==> config.mk <==
export PLATFORM = sky130hd
export DESIGN_NAME = ibex_l2_rf_xfer_ctrl
export DESIGN_NICKNAME = d
export VERILOG_FILES = /design/src/rtl/ibex_l2_rf_xfer_ctrl.sv
export SDC_FILE = /design/constraint.sdc
export NUM_CORES = 1
export LEC_CHECK = 0
export ABC_AREA = 1
export CAP_MARGIN = 20
export CELL_PAD_IN_SITES_DETAIL_PLACEMENT = 1
export CELL_PAD_IN_SITES_GLOBAL_PLACEMENT = 1
export CORE_ASPECT_RATIO = 0.75
export CORE_MARGIN = 1.5
export CORE_UTILIZATION = 13
export DETAILED_ROUTE_END_ITERATION = 10
export PLACE_DENSITY = 0.81
export SLEW_MARGIN = 20
export SYNTH_ARGS = -nofsm -noshare
export SYNTH_HDL_FRONTEND = slang
export SYNTH_SLANG_ARGS = --single-unit
==> constraint.sdc <==
create_clock -name clk_i -period 1.8 [get_ports clk_i]
set_clock_uncertainty 0.05 [all_clocks]
set_input_delay 0.18 -clock clk_i [delete_from_list [all_inputs] [get_ports clk_i]]
set_output_delay 0.18 -clock clk_i [all_outputs]
set_load 0.02 [all_outputs]
==> src/rtl/ibex_l2_rf_xfer_ctrl.sv <==
// ibex_l2_rf_xfer_ctrl
// Copies registers x1..x(NumWords-1) from the core register file into the L2
// register file (save) or back again (restore), one register per cycle.
// Both read-data paths are combinational through to the write-data outputs.
//
// Optional feature: define IBEX_L2_RF_CHECKSUM_EN to keep an XOR checksum of
// each transfer and flag a restore whose checksum differs from the last save.
//
// state   | meaning
// --------+-------------------------------------------------------------
// IDLE    | waiting for save_req_i / restore_req_i, all outputs quiet
// SAVE    | core RF[idx_q] -> L2[idx_q], one word per cycle
// RESTORE | L2[idx_q] -> core RF[idx_q], one word per cycle
// DONE    | one-cycle completion pulse, then back to IDLE
module ibex_l2_rf_xfer_ctrl #(
  parameter int unsigned DataWidth = 32,
  parameter int unsigned NumWords  = 28
) (
  input  logic                 clk_i,
  input  logic                 rst_ni,
  input  logic                 save_req_i,
  input  logic                 restore_req_i,
  input  logic                 abort_i,
  output logic                 busy_o,
  output logic                 done_o,
  output logic [4:0]           rf_raddr_o,
  input  logic [DataWidth-1:0] rf_rdata_i,
  output logic [4:0]           rf_waddr_o,
  output logic [DataWidth-1:0] rf_wdata_o,
  output logic                 rf_we_o,
  output logic [4:0]           l2_addr_o,
  output logic [DataWidth-1:0] l2_wdata_o,
  output logic                 l2_we_o,
  input  logic [DataWidth-1:0] l2_rdata_i,
  output logic                 csum_err_o
);

  localparam logic [4:0] LastIdx = 5'(NumWords - 1);

  typedef enum logic [1:0] {
    IDLE    = 2'd0,
    SAVE    = 2'd1,
    RESTORE = 2'd2,
    DONE    = 2'd3
  } state_e;

  state_e     state_q, state_d;
  logic [4:0] idx_q, idx_d;

  // Transfer start and last-word strobes, shared with the checksum logic.
  logic       start_s;
  logic       last_s;

  // State and index registers.
  always_ff @(posedge clk_i) begin
    if (!rst_ni) begin
      state_q <= IDLE;
      idx_q   <= 5'd0;
    end else begin
      state_q <= state_d;
      idx_q   <= idx_d;
    end
  end

  // Next-state and port outputs; an abort suppresses the write of its cycle.
  always_comb begin
    state_d    = state_q;
    idx_d      = idx_q;
    busy_o     = 1'b0;
    done_o     = 1'b0;
    rf_raddr_o = 5'd0;
    rf_waddr_o = 5'd0;
    rf_wdata_o = '0;
    rf_we_o    = 1'b0;
    l2_addr_o  = 5'd0;
    l2_wdata_o = '0;
    l2_we_o    = 1'b0;
    start_s    = 1'b0;
    last_s     = 1'b0;
    unique case (state_q)
      IDLE: begin
        if (save_req_i) begin
          state_d = SAVE;
          idx_d   = 5'd1;
          start_s = 1'b1;
        end else if (restore_req_i) begin
          state_d = RESTORE;
          idx_d   = 5'd1;
          start_s = 1'b1;
        end
      end
      SAVE: begin
        busy_o = 1'b1;
        if (abort_i) begin
          state_d = IDLE;
          idx_d   = 5'd0;
        end else begin
          rf_raddr_o = idx_q;
          l2_addr_o  = idx_q;
          l2_wdata_o = rf_rdata_i;
          l2_we_o    = 1'b1;
          idx_d      = idx_q + 5'd1;
          if (idx_q == LastIdx) begin
            state_d = DONE;
            last_s  = 1'b1;
          end
        end
      end
      RESTORE: begin
        busy_o = 1'b1;
        if (abort_i) begin
          state_d = IDLE;
          idx_d   = 5'd0;
        end else begin
          l2_addr_o  = idx_q;
          rf_waddr_o = idx_q;
          rf_wdata_o = l2_rdata_i;
          rf_we_o    = 1'b1;
          idx_d      = idx_q + 5'd1;
          if (idx_q == LastIdx) begin
            state_d = DONE;
            last_s  = 1'b1;
          end
        end
      end
      DONE: begin
        busy_o  = 1'b1;
        done_o  = 1'b1;
        state_d = IDLE;
        idx_d   = 5'd0;
      end
      default: begin
        state_d = IDLE;
        idx_d   = 5'd0;
      end
    endcase
  end

`ifdef IBEX_L2_RF_CHECKSUM_EN
  logic [DataWidth-1:0] csum_q, csum_d;
  logic [DataWidth-1:0] saved_csum_q, saved_csum_d;
  logic                 saved_valid_q, saved_valid_d;
  logic                 csum_err_q, csum_err_d;
  logic [DataWidth-1:0] csum_next;

  // Checksum registers.
  always_ff @(posedge clk_i) begin
    if (!rst_ni) begin
      csum_q        <= '0;
      saved_csum_q  <= '0;
      saved_valid_q <= 1'b0;
      csum_err_q    <= 1'b0;
    end else begin
      csum_q        <= csum_d;
      saved_csum_q  <= saved_csum_d;
      saved_valid_q <= saved_valid_d;
      csum_err_q    <= csum_err_d;
    end
  end

  // Accumulate the moved words; latch or compare the total on the last word.
  // An abort never reaches last_s, so the saved checksum and flag survive it.
  always_comb begin
    csum_d        = csum_q;
    saved_csum_d  = saved_csum_q;
    saved_valid_d = saved_valid_q;
    csum_err_d    = csum_err_q;
    csum_next     = csum_q;
    if (start_s) begin
      csum_d     = '0;
      csum_err_d = 1'b0;
    end else if (l2_we_o) begin
      csum_next = csum_q ^ rf_rdata_i;
      csum_d    = csum_next;
      if (last_s) begin
        saved_csum_d  = csum_next;
        saved_valid_d = 1'b1;
      end
    end else if (rf_we_o) begin
      csum_next = csum_q ^ l2_rdata_i;
      csum_d    = csum_next;
      if (last_s) begin
        csum_err_d = !saved_valid_q || (csum_next != saved_csum_q);
      end
    end
  end

  assign csum_err_o = csum_err_q;
`else
  assign csum_err_o = 1'b0;
`endif

endmodule
Yosys cells after proc, flatten, opt, wreduce, memory -nomap -nowiden. Cells that the tools add are included.

Add/subtract/negate cells: 1. Equal/unequal tests: 6. Muxes and demuxes: 22. Reductions and logical operators: 4.

Operators by type and width (number): $mux 32 (4); $mux 5 (7); $pmux 5 s3 (1); $mux 2 (4); $pmux 2 s3 (1); $add 5x1->5 const B (1); $eq 5x5->1 const B (1); $mux 1 (5); $eq 2x2->1 const B (2); $ne 3x1->1 const B (1); $ne 3x3->1 const B (1); $reduce_or 3->1 (1); $eq 2x1->1 const B (1); $logic_not 2->1 (1); $reduce_and 2->1 (1); $reduce_or 2->1 (1).

Register bits after elaboration: 7. Word-level logic and storage cells: 35.

Longest topological paths before layout. Gate-level depths: netlist of the first run.

Word-level depth: 4. Depth in mapped cells: 9. Depth with buffers taken out: 9.

Worst setup path before layout of the first run. No wires, ideal clock.

Path kind: register to output. From: reg state_q[0]. To: out l2_addr_o[0]. Arrival time: 1.250 ns. Setup slack: 0.320 ns. Cell stages (with the launch flop): 7. Buffers on the path: 0. Cell sequence: dfxtp_1 -> inv_1 -> ha_1 -> inv_1 -> nor2_4 -> inv_1 -> nor2_1.

Word-level cells in the longest chain between the ends: 3.

RTL lines: from (decl) (line 47) `state_e state_q, state_d;`; from (signal assigned) (line 60) `state_q <= state_d;`; $eq 2x2->1 or $eq 2x1->1 (tied branches) (line 80) `unique case (state_q)`; $reduce_or 2->1 (no line) (*); $mux 5 (*); to (decl) (line 31) `output logic [4:0] l2_addr_o,`.

Mark *: on every way between the ends. The rest lies on a longest branch, timed or not.

Worst setup path after layout of the first run.
From: reg state_q[1]. To: out l2_wdata_o[8].

Word-level cells in the longest chain between the ends: 2.

RTL lines: $eq 2x1->1 (line 80); $mux 32 (line 80); to (decl) (line 32) `output logic [DataWidth-1:0] l2_wdata_o,`.

No other way between the ends.

==> results.yml, run 1 <==
status:
  run_status: "completed"
synthesis:
  yosys-top-cells-area: "nor2_1, inv_1, dfxtp_1"
  yosysSeqAreaShare: 0.126
  synth_top_area_frac: 0.287
  synth_top_area_cell: "nor2_1"
  yosysUniqueCellTypes: 20
  syn_inst: 227
  avgSynthCellArea_um2: 4.90
  syn_nets: 301
  synth_warnings: 0
  syn-cell-area_mm2: 0.00111
  ys_seq_elements: 7
placed_design:
  gp_congestion: 0.725
  dp_hpwl_um: 4740
  numPortBuffers: 151
  dp_slack_ps: -198
global_routing:
  grt_pass1_wl_um: 8930
  grt_overflow_total: 0
  antenna_found_initial: 0
  grt_max_degree: 18
  grt_usage: 0.123
  grt_pass1_vias: 1813
drt:
  antenna_left: 0
  routedWlPerCell_um: 11.7
  firstDrtPassIters: 4
  vias_per_cell: 3.67
  dr_total_vias: 1811
  drtIter0Drc: 29
  finalWirelength_um: 5770
  drc_errors: 0
layout:
  layout_commonest_cell: "nor2_1"
  nets: 461
  diodes: 0
  final_cell_mix: "nor2_1, inv_1, clkdlybuf4s50_1"
  seqCellArea_um2: 140
  num-fill-cells: 1102
  drive_gt1_frac: 0.288
  utilization: 0.326
  multi_input_area_um2: 629
  area_growth_pct: 146
critical_path:
  crit_chain: "inv_1 -> buf_4 -> ha_4 -> nand2_4 -> buf_12 -> nor2_1 -> clkdlybuf4s15_1"
  critPathBufInv: 4
  reg2reg_depth: 9
  cp_data_arrival_time_ps: 1490
  cp_top_family: "buffers and inverters"
  cpPeakStageDelay_ps: 310
  worstSetupPathType: "flip-flop to output pin"
  crit_path_start_kind: "flip-flop"
  end_kind: "output pin"
  worstPathRequired_ps: 1570
  slowest_stage: "clkdlybuf4s15_1"
  path_depth: 7
  cp_max_fo: 13
power:
  power_density_mw_per_mm2: 673
  vdd_drop_max_uv: 319
  p_total_mw: 1.84
  leakage_nw: 1.60
timing:
  fmax_mhz: 581
  drv_slew: 0
  period_share: 0.957
  setup_slack_ps: 78.0
  setup_violations: 0
  hold_violations: 0
  period_needed_ps: 1720
clock_tree:
  cts_tree: "done"
  cts.sinks: 7
  clock-root-buffer: "clkbuf_16"
  h-tree-depth: 1
  numCtsBuffers: 3
  clk_transition_reported_paths_ps: 40
  clock_latency_ps: 230
  clock_path_buffers: 2
  postCtsHoldBufs: 0
floorplan:
  rows: 29
  start_util: 0.133
  fp.dieW_um: 110
  die_y_um: 83.1
  core_area_mm2: 0.00838
  io_pins: 153
  die_area_mm2: 0.00913
min_path:
  hp-class: "flip-flop to flip-flop"
  hold_depth: 2
flow_run:
  maxCapViolations: 0
-- path summary, 6_finish.rpt --
| check | from | slack (ps) | endpoint |
|---|---|---|---|
| max reg2reg | state_q[0]$_SDFFE_PN0P_ | 280 | idx_q[3]$_SDFFE_PN0P_ |
| max | state_q[1]$_SDFFE_PN0P_ | 80 | l2_wdata_o[8] |
| min reg2reg | idx_q[1]$_SDFFE_PN0P_ | 430 | idx_q[1]$_SDFFE_PN0P_ |
| min | idx_q[1]$_SDFFE_PN0P_ | 430 | idx_q[1]$_SDFFE_PN0P_ |
-- Yosys cell counts (all sizes together) --
cell / n
nor2: 88
inv: 82
nand2: 22
buf: 9
dfxtp: 7
a21oi: 5
ha: 5
o21ai: 5
nand3: 2
conb: 1
nor3: 1
-- per-layer routing --
layer  global-route usage  vias to the layer above  wire length (um)
met2                0.237                       55              3030
met5                    0                        -                 0
met4               0.0189                        0                43
met3               0.0235                        2               387
li1                     -                      927                 -
met1                0.139                      827              2310
-- worst min-delay path: stages (launching register included) --
cell and delay, ps:
dfxtp_1 310, nand2_1 70, a21oi_1 50
-- cells by family (layout without fill, tap and decap cells) --
family / count (synthesis) / in the layout / share of synthesized area
AO/OA/AOI/OAI: 10 / 10 / 0.0517
adder cells (fa/ha/maj): 5 / 5 / 0.0562
buffers and inverters: 91 / 250 / 0.346
flip-flops: 7 / 7 / 0.126
other: 1 / 1 / 0.00337
AND/OR/NAND/NOR: 113 / 113 / 0.416
-- timing repair --
item | CTS | global route
buffers inserted | 1 | 0
endpoints found under the setup margin | 82 | 77
resized for setup | 244 | 56
pin swaps | 1 | 1
cloned | 3 | 0
-- final cells by class --
cell class,instances,area share
inverter,82,0.112
multi-input combinational,129,0.230
clock buffer,4,0.0288
sequential,7,0.0512
timing repair buffer,164,0.528
tap,108,0.0494
-- sequential cells by signal, indices dropped and copies added, names as in the netlist --
signal,cells
idx_q,5
state_q,2
-- stage by stage --
stage	cell area (um2)	hold WS [ps]	std cells	setup TNS (ps)
6_report	2740	435	494	0
5_1_grt	2740	459	494	-7.08
4_1_cts	2810	436	494	-73.5
3_5_place_dp	2760	431	486	-11530
3_3_place_gp	2760	432	486	-9530
2_1_floorplan	1110	250	227	0
-- report_power, final --
| part | internal, mW | switching (mW) |
|---|---|---|
| clock network | 0.294 | 0.0794 |
| registers | 0.182 | 0.0154 |
| logic | 0.578 | 0.692 |
Power figures use the tool's default switching activity.
==> run 2: changes to the inputs <==
--- a/config.mk
+++ b/config.mk
@@ -11,9 +11,10 @@
 export CELL_PAD_IN_SITES_GLOBAL_PLACEMENT = 1
 export CORE_ASPECT_RATIO = 0.75
 export CORE_MARGIN = 1.5
-export CORE_UTILIZATION = 13
+export CORE_UTILIZATION = 25
 export DETAILED_ROUTE_END_ITERATION = 10
-export PLACE_DENSITY = 0.81
+export DONT_BUFFER_PORTS = 1
+export PLACE_DENSITY = 0.62
 export SLEW_MARGIN = 20
 export SYNTH_ARGS = -nofsm -noshare
 export SYNTH_HDL_FRONTEND = slang
==> run 2 against run 1 <==
Via count down 19%; combinational power is 26% lower; clock-buffer cell count unchanged; clock power is 41% lower; total power fell by 25%; largest power group unchanged; utilization grew 11 points; sequential share of layout area is 2.8 points higher; flip-flop and latch count unchanged; critical path depth unchanged.
==> results.yml, run 2 (same netlist as run 1, synthesis figures left out) <==
status:
  run_status: "completed"
clock_tree:
  cts_tree: "done"
  h-tree-depth: 1
  clk_transition_reported_paths_ps: 40
  clock-root-buffer: "clkbuf_8"
  clock_latency_ps: 230
  numCtsBuffers: 3
  cts.sinks: 7
  clock_path_buffers: 2
floorplan:
  start_util: 0.268
  die_area_mm2: 0.00486
  io_pins: 153
  die_y_um: 60.8
  core_area_mm2: 0.00415
  fp.dieW_um: 80.0
  rows: 20
layout:
  drive_gt1_frac: 0.355
  final_cells: 362
  nets: 382
  diodes: 0
  reg.largest.list: "idx_q (5), state_q (2)"
  layout_commonest_cell: "buf_4"
  area_growth_pct: 61.5
  largest_reg_flops: 5
  final_cell_mix: "buf_4, nor2_1, inv_1"
  top_register: "idx_q"
  utilization: 0.433
critical_path:
  cp_data_arrival_time_ps: 1450
  critPathBufInv: 4
  crit_path_frequent_cell: "inv_1"
  cpPeakStageDelay_ps: 350
  worstSetupPathType: "flip-flop to output pin"
  cp_max_fo: 5
  worstPathRequired_ps: 1570
  slowest_stage: "dfxtp_2"
  reg2reg_depth: 9
  crit_chain: "inv_1 -> ha_1 -> inv_1 -> nor2_4 -> inv_2 -> nor2_1 -> buf_4"
  crit_path_start_kind: "flip-flop"
  path_depth: 7
  cp_top_family: "buffers and inverters"
  end_kind: "output pin"
global_routing:
  grt_max_degree: 29
  grt.busiest_layer: "met2"
  grt_usage: 0.154
  grt_use_met2: 0.312
  use_met1: 0.165
  antenna_found_initial: 0
  grt_overflow_total: 0
  grt_pass1_wl_um: 5910
  met3_usage: 0.0286
  grt_pass1_vias: 1246
timing:
  fmax_mhz: 597
  setup_violations: 0
  period_share: 0.931
  hold_violations: 0
  period_needed_ps: 1680
  tns_ps: 0
  timing.hold.ws_ps: 20.3
  drv_slew: 0
  rsz0062_at_grt: "false"
power:
  p_total_mw: 1.37
  power_density_mw_per_mm2: 765
  leakage_nw: 1.22
  vdd_drop_max_uv: 534
drt:
  dr_total_vias: 1475
  vias_per_cell: 4.07
  antenna_left: 0
  finalWirelength_um: 4260
  routedWlPerCell_um: 11.8
  drtIter0Drc: 17
  firstDrtPassIters: 4
  drc_errors: 0
placed_design:
  numPortBuffers: 0
  dp_cells: 357
  gp_congestion: 0.757
  dp_hpwl_um: 3790
min_path:
  hp-class: "input pin to flip-flop"
  hold_depth: 2
flow_run:
  maxCapViolations: 0
run 2: cell types whose count changed in the layout (fill, tap and decap cells not counted), moves of 4 or more:
cell             delta
buf_2              -29
buf_4              +68
clkbuf_2           -22
clkdlybuf4s15_1     -4
clkdlybuf4s15_2    -14
clkdlybuf4s50_1    -69
run 2: stage by stage:
step	setup WS [ps]	instance area [um2]
finish	125	1800
CTS	42.9	1790
detailed placement	159	1730
global placement	228	1730
floorplan	320	1110
global route	11.4	1800
run 2: metal layers:
| layer | up-vias | share of wire |
|---|---|---|
| li1 | 765 | - |
| met1 | 656 | 0.36 |
| met2 | 52 | 0.57 |
| met3 | 2 | 0.069 |
| met4 | 0 | 0.0066 |
| met5 | - | 0 |
run 2: report_power, final:
group / leakage, nW / switching [mW] / internal [mW] / total (mW)
registers: 0.0578 / 0.0243 / 0.186 / 0.210
clock network: 0.0228 / 0.0668 / 0.153 / 0.220
logic: 1.14 / 0.600 / 0.345 / 0.945
run 2: worst register-to-register path, stage by stage, from the launching register on:
cell and delay, ps:
dfxtp_2 350, inv_1 60, ha_1 310, inv_1 100, nor2_4 50, buf_4 140
nand2_2 80, inv_2 50, o21ai_2 150, nor2_1 70
run 2: worst paths after layout:
path              slack [ps]               startpoint                 endpoint
setup / recovery         120  state_q[0]$_SDFFE_PN0P_             l2_addr_o[3]
hold / removal            20                   rst_ni  state_q[1]$_SDFFE_PN0P_
setup reg to reg         290  state_q[0]$_SDFFE_PN0P_    idx_q[3]$_SDFFE_PN0P_
hold reg to reg          430  state_q[0]$_SDFFE_PN0P_  state_q[0]$_SDFFE_PN0P_
run 2: repair_timing:
| item | 4_1_cts | 5_1_grt |
|---|---|---|
| pin swaps | 1 | 0 |
| gates cloned | 0 | 0 |
| gates resized for setup | 4 | 2 |
| hold endpoints to repair | 0 | 0 |
| endpoints found under the setup margin | 5 | 30 |
| buffers inserted | 1 | 0 |
| hold buffers | 0 | 0 |
run 2: layout make-up:
cell class / instances / area (um2)
Clock buffer: 4 / 45.0
Fill cell: 597 / 2360
Inverter: 82 / 308
Multi-Input combinational cell: 129 / 594
Sequential cell: 7 / 143
Tap cell: 55 / 68.8
Timing Repair Buffer: 85 / 638
==> run 3: changes to the inputs <==
--- a/config.mk
+++ b/config.mk
@@ -11,10 +11,11 @@
 export CELL_PAD_IN_SITES_GLOBAL_PLACEMENT = 1
 export CORE_ASPECT_RATIO = 0.75
 export CORE_MARGIN = 1.5
-export CORE_UTILIZATION = 25
+export CORE_UTILIZATION = 34
 export DETAILED_ROUTE_END_ITERATION = 10
 export DONT_BUFFER_PORTS = 1
-export PLACE_DENSITY = 0.62
+export GPL_TIMING_DRIVEN = 0
+export PLACE_DENSITY = 0.8
 export SLEW_MARGIN = 20
 export SYNTH_ARGS = -nofsm -noshare
 export SYNTH_HDL_FRONTEND = slang
==> run 3 against run 2 <==
Die area is 25% lower; first-iteration DRC count is 35% lower; global-route usage is 3.0 points higher.
==> results.yml, run 3 (same netlist as run 1, synthesis figures left out) <==
critical_path:
  cp_max_fo: 10
  slowest_stage: "nor2_1"
  reg2reg_to: "idx_q[2]$_SDFFE_PN0P_"
  reg2reg_depth: 10
  r2r-start: "state_q[0]$_SDFFE_PN0P_"
  worstPathRequired_ps: 1570
  cpPeakStageDelay_ps: 340
  worstSetupPathType: "flip-flop to output pin"
  cp_data_arrival_time_ps: 1560
  end_kind: "output pin"
  rrSetupSlack_ps: 170
  cp_top_family: "buffers and inverters"
  critPathBufInv: 3
  crit_path_start_kind: "flip-flop"
  crit_chain: "inv_1 -> ha_1 -> nand2_1 -> buf_4 -> buf_6 -> nor2_1"
flow_run:
  maxCapViolations: 0
clock_tree:
  clock-root-buffer: "clkbuf_8"
  cts.sinks: 7
  numCtsBuffers: 3
  clk_transition_reported_paths_ps: 40
  clock_path_buffers: 2
  h-tree-depth: 1
  cts_tree: "done"
  clock_latency_ps: 220
min_path:
  hold_path.startpoint: "rst_ni"
  holdPathEnd: "state_q[1]$_SDFFE_PN0P_"
  hold_depth: 2
  hp-class: "input pin to flip-flop"
floorplan:
  core_area_mm2: 0.00302
  fp.dieW_um: 69.0
  rows: 17
  io_pins: 153
  die_area_mm2: 0.00363
  die_y_um: 52.5
  start_util: 0.368
global_routing:
  grt_pass1_wl_um: 5440
  grt_usage: 0.184
  grt_pass1_vias: 1120
  grt_overflow_total: 0
  antenna_found_initial: 0
  grt_max_degree: 11
timing:
  period_share: 0.992
  hold_violations: 0
  rsz0062_at_grt: "true"
  setup_violations: 0
  timing.hold.ws_ps: 21.9
  drv_slew: 0
  fmax_mhz: 560
  setup_slack_ps: 14.9
  period_needed_ps: 1790
layout:
  area_growth_pct: 24.9
  final_cell_mix: "inv_1, nor2_1, nor2_2"
  seqCellArea_um2: 145
  utilization: 0.460
  reg.largest.list: "idx_q (5), state_q (2)"
  nets: 311
  final_cells: 274
  num-fill-cells: 456
  multi_input_area_um2: 709
  largest_reg_flops: 5
  diodes: 0
  top_register: "idx_q"
  layout_commonest_cell: "inv_1"
  drive_gt1_frac: 0.301
drt:
  antenna_left: 0
  firstDrtPassIters: 3
  routedWlPerCell_um: 14.7
  drc_errors: 0
  finalWirelength_um: 4030
  drtIter0Drc: 11
  vias_per_cell: 4.56
  dr_total_vias: 1250
placed_design:
  dp_slack_ps: 104
  gp_congestion: 0.722
  dp_hpwl_um: 3030
  dp_cells: 265
  numPortBuffers: 0
power:
  p_total_mw: 1.35
  vdd_drop_max_uv: 664
  power_density_mw_per_mm2: 971
  leakage_nw: 0.836
status:
  run_status: "completed"
-- run 3: how the worst max path moves through the flow --
stage / slack (ps) / cells past startpoint / endpoint / startpoint
finish: 10 / 6 / rf_wdata_o[18] / state_q[0]$_SDFFE_PN0P_
global route: -60 / 6 / rf_wdata_o[18] / state_q[0]$_SDFFE_PN0P_
CTS: 2 / 6 / rf_wdata_o[20] / state_q[0]$_SDFFE_PN0P_
detailed placement: 100 / 6 / l2_addr_o[2] / state_q[0]$_SDFFE_PN0P_
global placement: 120 / 6 / l2_addr_o[2] / state_q[0]$_SDFFE_PN0P_
floorplan: 320 / 6 / l2_addr_o[0] / state_q[0]$_SDFFE_PN0P_
-- run 3: routing by layer --
layer,GRT usage,wire length [um],vias to the layer above
li1,-,-,626
met1,0.209,1510,578
met2,0.364,2340,46
met3,0.0500,187,0
met4,0.00980,0,0
met5,0,0,-
-- run 3: per-stage QoR --
step	setup TNS (ps)	area (um2)
3_5_place_dp	0	1160
6_report	0	1390
5_1_grt	-415	1390
4_1_cts	0	1300
3_3_place_gp	0	1160
2_1_floorplan	0	1110
-- run 3: layout make-up --
| class | count | area share |
|---|---|---|
| clock buffer | 4 | 0.0324 |
| tap | 38 | 0.0342 |
| inverter | 82 | 0.226 |
| timing repair buffer | 5 | 0.0360 |
| sequential | 7 | 0.105 |
| multi-input combinational | 129 | 0.511 |
| buffer | 9 | 0.0559 |
-- run 3: timing repair --
item / 4_1_cts / 5_1_grt
setup buffers: 4 / 1
endpoints found under the setup margin: 5 / 43
gates resized for setup: 14 / 32
pin swaps: 2 / 2
hold buffers: 0 / 0
-- run 3: report_power, final --
group	internal, mW	switching (mW)	leakage, nW
Clock	0.153	0.0631	0.0228
Sequential	0.189	0.0276	0.0581
Combinational	0.273	0.644	0.755
